### src/rtl/cpu_pkg.sv
// Shared CPU definitions: sequencer states, jump condition codes, flag bit positions
// and the branch-condition evaluator shared by the sequencer and the control unit.
package cpu_pkg;

  typedef enum logic [1:0] {
    IDLE  = 2'd0,
    RUN   = 2'd1,
    HALT  = 2'd2,
    FAULT = 2'd3
  } seq_state_t;

  localparam logic [3:0] JC_ALWAYS = 4'd0;
  localparam logic [3:0] JC_Z      = 4'd1;
  localparam logic [3:0] JC_NZ     = 4'd2;
  localparam logic [3:0] JC_GT     = 4'd3;
  localparam logic [3:0] JC_N      = 4'd4;
  localparam logic [3:0] JC_NN     = 4'd5;
  localparam logic [3:0] JC_LE     = 4'd6;
  localparam logic [3:0] JC_C      = 4'd7;
  localparam logic [3:0] JC_V      = 4'd8;
  localparam logic [3:0] JC_NEVER  = 4'd9;

  localparam int FLAG_Z = 0;
  localparam int FLAG_N = 1;
  localparam int FLAG_C = 2;
  localparam int FLAG_V = 3;

  // Codes 9..15 are all "never" so unused encodings fall through to pc+1.
  function automatic logic cond_true(input logic [3:0] jc, input logic [3:0] f);
    logic z, n, c, v;
    z = f[FLAG_Z];
    n = f[FLAG_N];
    c = f[FLAG_C];
    v = f[FLAG_V];
    case (jc)
      JC_ALWAYS: cond_true = 1'b1;
      JC_Z:      cond_true = z;
      JC_NZ:     cond_true = !z;
      JC_GT:     cond_true = !z && !n;
      JC_N:      cond_true = n;
      JC_NN:     cond_true = !n;
      JC_LE:     cond_true = z || n;
      JC_C:      cond_true = c;
      JC_V:      cond_true = v;
      default:   cond_true = 1'b0;
    endcase
  endfunction

endpackage

### src/rtl/return_stack.sv
// Return-address LIFO with occupancy count; push/pop take effect at the clock edge.
// Latency: top_dat/count reflect a push or pop one cycle later.
// Backpressure: push when full / pop when empty are dropped; the caller faults instead.
module return_stack
  import cpu_pkg::*;
#(
  parameter int DEPTH = 4,
  parameter int W     = 8
) (
  input  logic                     clk,
  input  logic                     rst_n,
  input  logic                     clr,
  input  logic                     push,
  input  logic                     pop,
  input  logic [W-1:0]             push_dat,
  output logic [W-1:0]             top_dat,
  output logic                     full,
  output logic                     empty,
  output logic [$clog2(DEPTH):0]   count
);

  localparam int AW = $clog2(DEPTH);

  logic [W-1:0]  mem [DEPTH];
  logic [AW-1:0] top_idx;

  assign full    = (count == (AW+1)'(DEPTH));
  assign empty   = (count == '0);
  // When full the low index bits wrap to 0, so minus one lands on DEPTH-1.
  assign top_idx = count[AW-1:0] - AW'(1);
  assign top_dat = mem[top_idx];

  always_ff @(posedge clk or negedge rst_n) begin
    if (!rst_n)                 count <= '0;
    else if (clr)               count <= '0;
    else if (push && !full)     count <= count + (AW+1)'(1);
    else if (pop && !empty)     count <= count - (AW+1)'(1);
  end

  always_ff @(posedge clk) begin
    if (push && !full && !clr) mem[count[AW-1:0]] <= push_dat;
  end

endmodule

### src/rtl/pc_sequencer.sv
// Program-counter sequencer: PC, flags, jump evaluation, CALL/RET stack (PC_SEQ_STACK_EN).
// Latency: one instruction per cycle, all outputs registered; taken jumps cost nothing.
// Backpressure: stall freezes every register for the cycle, in any state.
module pc_sequencer
  import cpu_pkg::*;
#(
  parameter int PC_W        = 8,
  parameter int STACK_DEPTH = 4,
  parameter int RESET_PC    = 0
) (
  input  logic                            clk,
  input  logic                            rst_n,
  input  logic                            run,
  input  logic                            stall,
  input  logic                            flags_write,
  input  logic [3:0]                      alu_flags,
  input  logic                            is_jump,
  input  logic [3:0]                      jump_cond,
  input  logic                            is_call,
  input  logic                            is_ret,
  input  logic                            is_halt,
  input  logic [PC_W-1:0]                 target,
  output logic [PC_W-1:0]                 pc,
  output logic [3:0]                      flags,
  output logic                            halted,
  output logic                            fault,
  output logic [$clog2(STACK_DEPTH):0]    sp
);

  seq_state_t      state_q;
  logic [1:0]      rst_sync_q;
  logic            rst_ok;
  logic [PC_W-1:0] pc_inc;

  // Reset asserts immediately but releases two edges later, clear of rst_n timing.
  always_ff @(posedge clk or negedge rst_n) begin
    if (!rst_n) rst_sync_q <= '0;
    else        rst_sync_q <= {rst_sync_q[0], 1'b1};
  end

  assign rst_ok = rst_sync_q[1];
  assign pc_inc = pc + PC_W'(1);

`ifdef PC_SEQ_STACK_EN
  logic            in_run, ret_sel, call_sel, stk_full, stk_empty;
  logic [PC_W-1:0] stk_top;

  assign in_run   = rst_ok && !stall && (state_q == RUN);
  assign ret_sel  = in_run && !is_halt && is_ret;
  assign call_sel = in_run && !is_halt && !is_ret && is_call;

  return_stack #(.DEPTH(STACK_DEPTH), .W(PC_W)) u_stack (
    .clk      (clk),
    .rst_n    (rst_n),
    .clr      (!rst_ok),
    .push     (call_sel),
    .pop      (ret_sel),
    .push_dat (pc_inc),
    .top_dat  (stk_top),
    .full     (stk_full),
    .empty    (stk_empty),
    .count    (sp)
  );
`else
  logic unused_call_ret;
  assign unused_call_ret = is_call ^ is_ret;
  assign sp              = '0;
`endif

  always_ff @(posedge clk or negedge rst_n) begin
    if (!rst_n) begin
      state_q <= IDLE;
      pc      <= PC_W'(RESET_PC);
      flags   <= '0;
      halted  <= 1'b0;
      fault   <= 1'b0;
    end else if (!rst_ok) begin
      state_q <= IDLE;
      pc      <= PC_W'(RESET_PC);
      flags   <= '0;
      halted  <= 1'b0;
      fault   <= 1'b0;
    end else if (!stall) begin
      case (state_q)
        IDLE: if (run) state_q <= RUN;
        HALT: if (run) begin
          state_q <= RUN;
          halted  <= 1'b0;
          pc      <= pc_inc;
        end
        RUN: begin
          if (flags_write) flags <= alu_flags;
          if (is_halt) begin
            state_q <= HALT;
            halted  <= 1'b1;
          end
`ifdef PC_SEQ_STACK_EN
          else if (ret_sel) begin
            if (stk_empty) begin
              state_q <= FAULT;
              fault   <= 1'b1;
            end else begin
              pc <= stk_top;
            end
          end else if (call_sel) begin
            if (stk_full) begin
              state_q <= FAULT;
              fault   <= 1'b1;
            end else begin
              pc <= target;
            end
          end
`endif
          // Condition uses the registered flags, not this cycle's alu_flags.
          else if (is_jump && cond_true(jump_cond, flags)) pc <= target;
          else pc <= pc_inc;
        end
        default: ;
      endcase
    end
  end

endmodule
### config.mk
export PLATFORM = sky130hd
export DESIGN_NAME = pc_sequencer
export DESIGN_NICKNAME = d
export VERILOG_FILES = /design/src/rtl/cpu_pkg.sv /design/src/rtl/return_stack.sv /design/src/rtl/pc_sequencer.sv
export SDC_FILE = /design/constraint.sdc
export NUM_CORES = 1
export LEC_CHECK = 0
export CORE_UTILIZATION = 38
export CTS_CLUSTER_SIZE = 8
export DETAILED_ROUTE_END_ITERATION = 12
export PLACE_DENSITY_LB_ADDON = 0.1
export SYNTH_ARGS = -nofsm -noshare
export SYNTH_HDL_FRONTEND = slang
export SYNTH_SLANG_ARGS = --single-unit
### constraint.sdc
create_clock -name clk -period 1.9 [get_ports clk]
set_clock_uncertainty 0.2 [all_clocks]
set_input_delay 0.285 -clock clk [delete_from_list [all_inputs] [get_ports clk]]
set_output_delay 0.285 -clock clk [all_outputs]
set_load 0.005 [all_outputs]
==> run metrics, run 1 <==
Final Worst Setup Slack -0.102 ns; post-synthesis compound-gate area fraction a little under a fifth; adder-cell share of the synthesized area 1.18%; Peak supply drop 385 µV; Port Buffers 35; nets 197; Sequential Power Share a little over half; Post-Synth XOR/XNOR Area 0%; worst-path fanout max 5; clk sink count 17; final-report hold violation count 0; Hold WS 0.111 ns; Sw Ratio 26.4%; vias in the first global route 996; via/cell ratio 5.34; Reg clk slew, reported paths 0.10 ns; Core Footprint 2540 µm²; minimum clock period 2.00 ns; initial antenna violation count 0; width of the die 54.7 µm; H-tree depth 1; critical path depth 5; GP Congestion 0.740; YS warnings 0; main combinational cell family by area after synthesis simple AND/OR/NAND/NOR gates; Power Total 0.000758 W; top-level I/O count 42; PD cells 487 nW/µm²; Sw Pwr 0.000200 W; Peak Freq approximately 0.5 GHz; status finished with violations; Area Overhead vs Synth 47.3%; WL/cell about 13 µm; r2r worst-path depth 5; post-synthesis simple-gate area fraction 29.5%; post-route ant nets 0; clock network power share 26.0%; failing checks negative setup slack; CTS buffer count 3; die height 54.7 µm; Worst-Margin Slew 0.605 ns; final wirelength 2650 µm; Post-Synthesis Cells 122; Rel. slew slack 59.7%; P_int 0.000558 W; final setup TNS -0.298 ns; mux contribution to synthesized area between 2 and 3%; clk_lat worst skew 0.29 ns; first-pass GRT wire length 4040 µm; pre-CTS WS -0.598 ns; CP top delay family simple AND/OR/NAND/NOR gates; data arrival time of the worst path 1.99 ns; Worst EP required approximately 1.9 ns; Slew Viols, Final 0; Setup Crit Path Kind flip-flop to flip-flop; post-DP HPWL 1920 µm; endpoints failing setup 7; Mapped Area 1060 µm²; initial DRC count 20; CP Launch Type flip-flop; die area 3000 µm²; layout cells sized above 1 14.7%; Netlist cell types 33; Vias 1068; CP Cell Sequence or4b_4 -> a211oi_2 -> o211ai_2 -> and4b_1 -> o31a_1; Slowest-stage cell, CP or4b_4; commonest non-fill, non-tap cell in the layout clkdlybuf4s50_1; CP endpoint kind flip-flop; Lkg Pwr 0.718 nW; Comb pwr share 21.9%; Seq/Total Area, Yosys 40.2%; flops & latches, synth 17; most frequent cells in the layout clkdlybuf4s50_1 (31), dfrtp_1 (17), nand3_1 (15), buf_4 (15), nand2_1 (13); largest net degree at the start of global routing 23; First-pass DRT Iterations 4; max_cap viols 0; Antenna diodes 0; Syn Area/Cell 8.67 µm²; clock root cell clkbuf_4; RSZ-0062 raised after global routing yes; CTS tree yes; Clock Path Buffers 2; R2R setup slack -0.10 ns; FP Rows 18; Crit path largest cell delay approximately 0.46 ns; crit share post-route 105%; effective utilization at floorplan 41.5%; gr ovfl total 0; Buf+Inv Stages, Crit Path 0; GRT Overall Usage 19.1%; worst min path class input pin to async pin; drt drc 0; final design utilization 61.2%; CTS Hold Bufs 0
[worst reg2reg max path, delay by kind of cell (launching register included)]
family,cells,cell delay (ns)
compound gates,3,0.67
flops,1,0.35
simple gates,2,0.67
[per-stage QoR]
step	cell area (µm²)	instances
2_1_floorplan	1070	125
3_3_place_gp	1510	194
3_5_place_dp	1510	194
4_1_cts	1540	199
5_1_grt	1560	200
6_report	1560	200
[synth_stat cells]
| library cell | number | area [µm²] |
|---|---|---|
| a211oi_2 | 1 | 12.5 |
| a21boi_0 | 2 | 15.0 |
| a21oi_1 | 6 | 30.0 |
| a31oi_1 | 2 | 12.5 |
| and2_1 | 1 | 6.26 |
| and3_1 | 4 | 25.0 |
| and4b_1 | 4 | 40.0 |
| buf_2 | 3 | 15.0 |
| buf_4 | 4 | 30.0 |
| clkbuf_1 | 3 | 11.3 |
| conb_1 | 2 | 7.51 |
| dfrtp_1 | 17 | 425 |
| ha_1 | 1 | 12.5 |
| inv_1 | 5 | 18.8 |
| mux2i_1 | 3 | 30.0 |
| nand2_1 | 13 | 48.8 |
| nand2b_1 | 4 | 25.0 |
| nand3_1 | 15 | 75.1 |
| nand3b_1 | 2 | 15.0 |
| nor2_1 | 5 | 18.8 |
| nor2b_1 | 2 | 12.5 |
| nor3b_1 | 1 | 7.51 |
| nor4bb_1 | 1 | 10.0 |
| o2111ai_1 | 1 | 8.76 |
| o211ai_2 | 1 | 12.5 |
| o21a_1 | 1 | 7.51 |
| o21ai_0 | 8 | 40.0 |
| o221ai_1 | 4 | 35.0 |
| o22ai_1 | 2 | 12.5 |
| o31a_1 | 1 | 8.76 |
| or3b_1 | 1 | 8.76 |
| or3b_2 | 1 | 8.76 |
| or4b_1 | 1 | 10.0 |
[kinds of logic after synthesis]
logic type / Yosys count
flops: 17
mux: 3
fa+ha+maj: 1
compound gates: 29
buf+inv: 15
other cells: 2
simple gates: 55
[cell type report]
| cell class | instances | area [µm²] |
|---|---|---|
| Inverter | 5 | 18.8 |
| Tap cell | 30 | 37.5 |
| Timing Repair Buffer | 51 | 473 |
| Sequential cell | 17 | 425 |
| Clock inverter | 1 | 5.00 |
| Clock buffer | 3 | 22.5 |
| Multi-Input combinational cell | 93 | 576 |
| Fill cell | 238 | 987 |
[sequential cells by signal (all words and copies together) (netlist names)]
name and count:
state_q 2, pc 8, flags 4, rst_sync_q 2, halted 1
[worst paths after layout]
path	from	to
setup reg to reg	flags[3]	pc[7]
hold reg to reg	rst_sync_q[0]	rst_sync_q[1]
setup / recovery	flags[3]	pc[7]
hold / removal	rst_n	pc[1]
min in group clk	rst_sync_q[0]	rst_sync_q[1]
max in group asynchronous	rst_n	state_q[0]
[metal layers]
layer	routed length, µm	share of wire, %	vias up	global-route usage [%]
li1	-	-	530	-
met1	1140	43	501	21.2
met5	0	0	-	0
met4	26	0.98	0	7.26
met3	132	5.0	4	3.33
met2	1350	51	33	35.5
[power by group through the flow]
stage	clock, W	combinational, W	sequential, W
final	0.000197	0.000166	0.000395
after global routing	0.000222	0.000182	0.000398
after CTS	0.000206	0.000164	0.000395
after detailed placement	0	0.000163	0.000402
after global placement	0	0.000160	0.000402
after floorplan	0	0.0000607	0.000398
[repair_timing]
action,4_1_cts,5_1_grt
endpoints found under the setup margin,8,8
gates resized for setup,4,5
buffers inserted,1,1
gates cloned,0,0
pin swaps,3,3
Power figures use the tool's default switching activity.
==> inputs of run 2 (changes only) <==
Settings changed: CAP_MARGIN set to 20.
==> results of run 2 <==
Same layout as run 1: the final DEF is identical, and so are final timing and power.
==> inputs of run 3 (changes only) <==
Settings changed: MAX_ROUTING_LAYER set to met4, PLACE_DENSITY set to 0.77, PLACE_DENSITY_LB_ADDON 0.1 to not set, SETUP_SLACK_MARGIN set to 0.5.
==> run 3 against run 2 <==
  * The flow still finishes with violations (negative setup slack)
  * Maximum frequency decreased by 0.63%
  * Hold slack got worse by 0.013 ns
  * First-iteration DRC count up 25%
  * Register-to-register slack is essentially flat
  * Clock-buffer cell count grew 1
  * Largest cell class unchanged
==> run metrics, run 3 (same netlist as run 1, synthesis figures left out) <==
status finished with violations; failing checks negative setup slack; final-report hold violation count 0; drt drc 0; First-pass DRT Iterations 4; clk_lat worst skew roughly 0.31 ns; die height 54.7 µm; effective utilization at floorplan 41.5%; die area 3000 µm²; Area Overhead vs Synth 62.2%; final setup TNS -0.377 ns; initial DRC count 25; via/cell ratio 5.49; Reg clk slew, reported paths 0.11 ns; GP Congestion 0.794; max_cap viols 0; post-route ant nets 0; final wirelength approximately 3000 µm; Worst EP required 1.89 ns; post-DP HPWL 2140 µm; Core Footprint 2540 µm²; flip-flop count of the largest register after layout 8; placed cell area 1550 µm²; endpoints failing setup 6; clk sink count 17; Vias 1180; Lkg Pwr 0.821 nW; first-pass GRT wire length 4840 µm; Biggest register pc; r2r worst-path depth 5; GRT Overall Usage 23.3%; largest net degree at the start of global routing 18; grt met2 use a little over two fifths; vias in the first global route ~1.2k; minimum clock period 2.01 ns; most frequent cells in the layout buf_4 (20), clkdlybuf4s50_1 (19), dfrtp_1 (17); worst min path class input pin to async pin; worst-path fanout max 4; Setup Crit Path Kind flip-flop to flip-flop; PD cells 463 nW/µm²; WL/cell roughly 14 µm; layout cells sized above 1 33.0%; gr busiest metal met2; width of the die around 55 µm; gr ovfl total 0; CP endpoint kind flip-flop; Peak Freq 0.496 GHz; GR Layer Usage met3 3.06%; crit share post-route 106%; Slew Viols, Final 0; R2R Path Start flags[3]; commonest non-fill, non-tap cell in the layout buf_4; data arrival time of the worst path 2.00 ns; Peak supply drop 379 µV; Antenna diodes 0; CTS tree yes; final design utilization 67.4%; top-level I/O count 42; GR Layer Usage met1 25.2%; Final Worst Setup Slack -0.114 ns; clock root cell clkbuf_4; Crit Reg-Reg Endpoint pc[7]; CP Launch Type flip-flop; initial antenna violation count 0; nets approximately 210; CTS buffer count 3; R2R setup slack -0.11 ns; H-tree depth 1; Port Buffers 35; RSZ-0062 raised after global routing yes; FP Rows 18; pre-CTS WS -0.594 ns; Final Instance Area approximately 1700 µm²; Clock Path Buffers 2; Regs by FF count pc x8, flags x4
## run 3: cell types whose count changed in the layout (fill, tap and decap cells not counted), moves of 2 or more
cell	change
o221ai_1	-3
clkdlybuf4s50_1	-12
o221ai_2	+3
o21ai_0	-3
clkbuf_2	+3
buf_6	+15
o21ai_2	+2
buf_2	+5
buf_4	+5
## run 3: per-layer routing
metal | up-vias | part of all wire, %
met5 | - | 0
met4 | 0 | 0.92
met3 | 3 | 5.3
met2 | 44 | 53
met1 | 573 | 41
li1 | 560 | -
## run 3: stage by stage
step	instances	hold WS (ns)	power, W
floorplan	125	-0.211	0.000461
global placement	199	0.135	0.000568
detailed placement	199	0.146	0.000574
CTS	213	0.111	0.000787
global route	215	0.124	0.000838
finish	215	0.0979	0.000795
## run 3: worst max path at each step
stage,startpoint,to,slack (ns),depth (start not counted)
floorplan,jump_cond[1],pc[7],-0.03,5
global placement,jump_cond[0],pc[2],-0.52,7
detailed placement,jump_cond[0],pc[2],-0.59,7
CTS,flags[3],pc[7],-0.13,5
global route,flags[3],pc[7],-0.20,5
finish,flags[3],pc[7],-0.11,5
## run 3: critical path: stages, from the launching register on
cell	delay (ns)
dfrtp_1	0.36
or4b_4	0.46
a211oi_2	0.21
o211ai_2	0.17
and4b_1	0.22
o31a_1	0.27
## run 3: area by class of cell
type                            instances  area, µm²
Sequential cell                        17        425
Inverter                                5       18.8
Multi-Input combinational cell         93        621
Tap cell                               30       37.5
Clock buffer                            4       26.3
Fill cell                             213        830
Timing Repair Buffer                   66        587
## run 3: power breakdown
group | switching (W) | leakage (nW) | internal [W]
Clock | 0.000122 | 0.0150 | 0.0000820
Sequential | 0.0000147 | 0.228 | 0.000377
Combinational | 0.0000788 | 0.578 | 0.000119
Total | 0.000216 | 0.821 | 0.000579
## run 3: repair_timing
action                     CTS  global route
setup endpoints to repair   25            24
hold buffers                 0             0
buffers inserted            10             2
resized for setup           64            20
pin swaps                    3             5
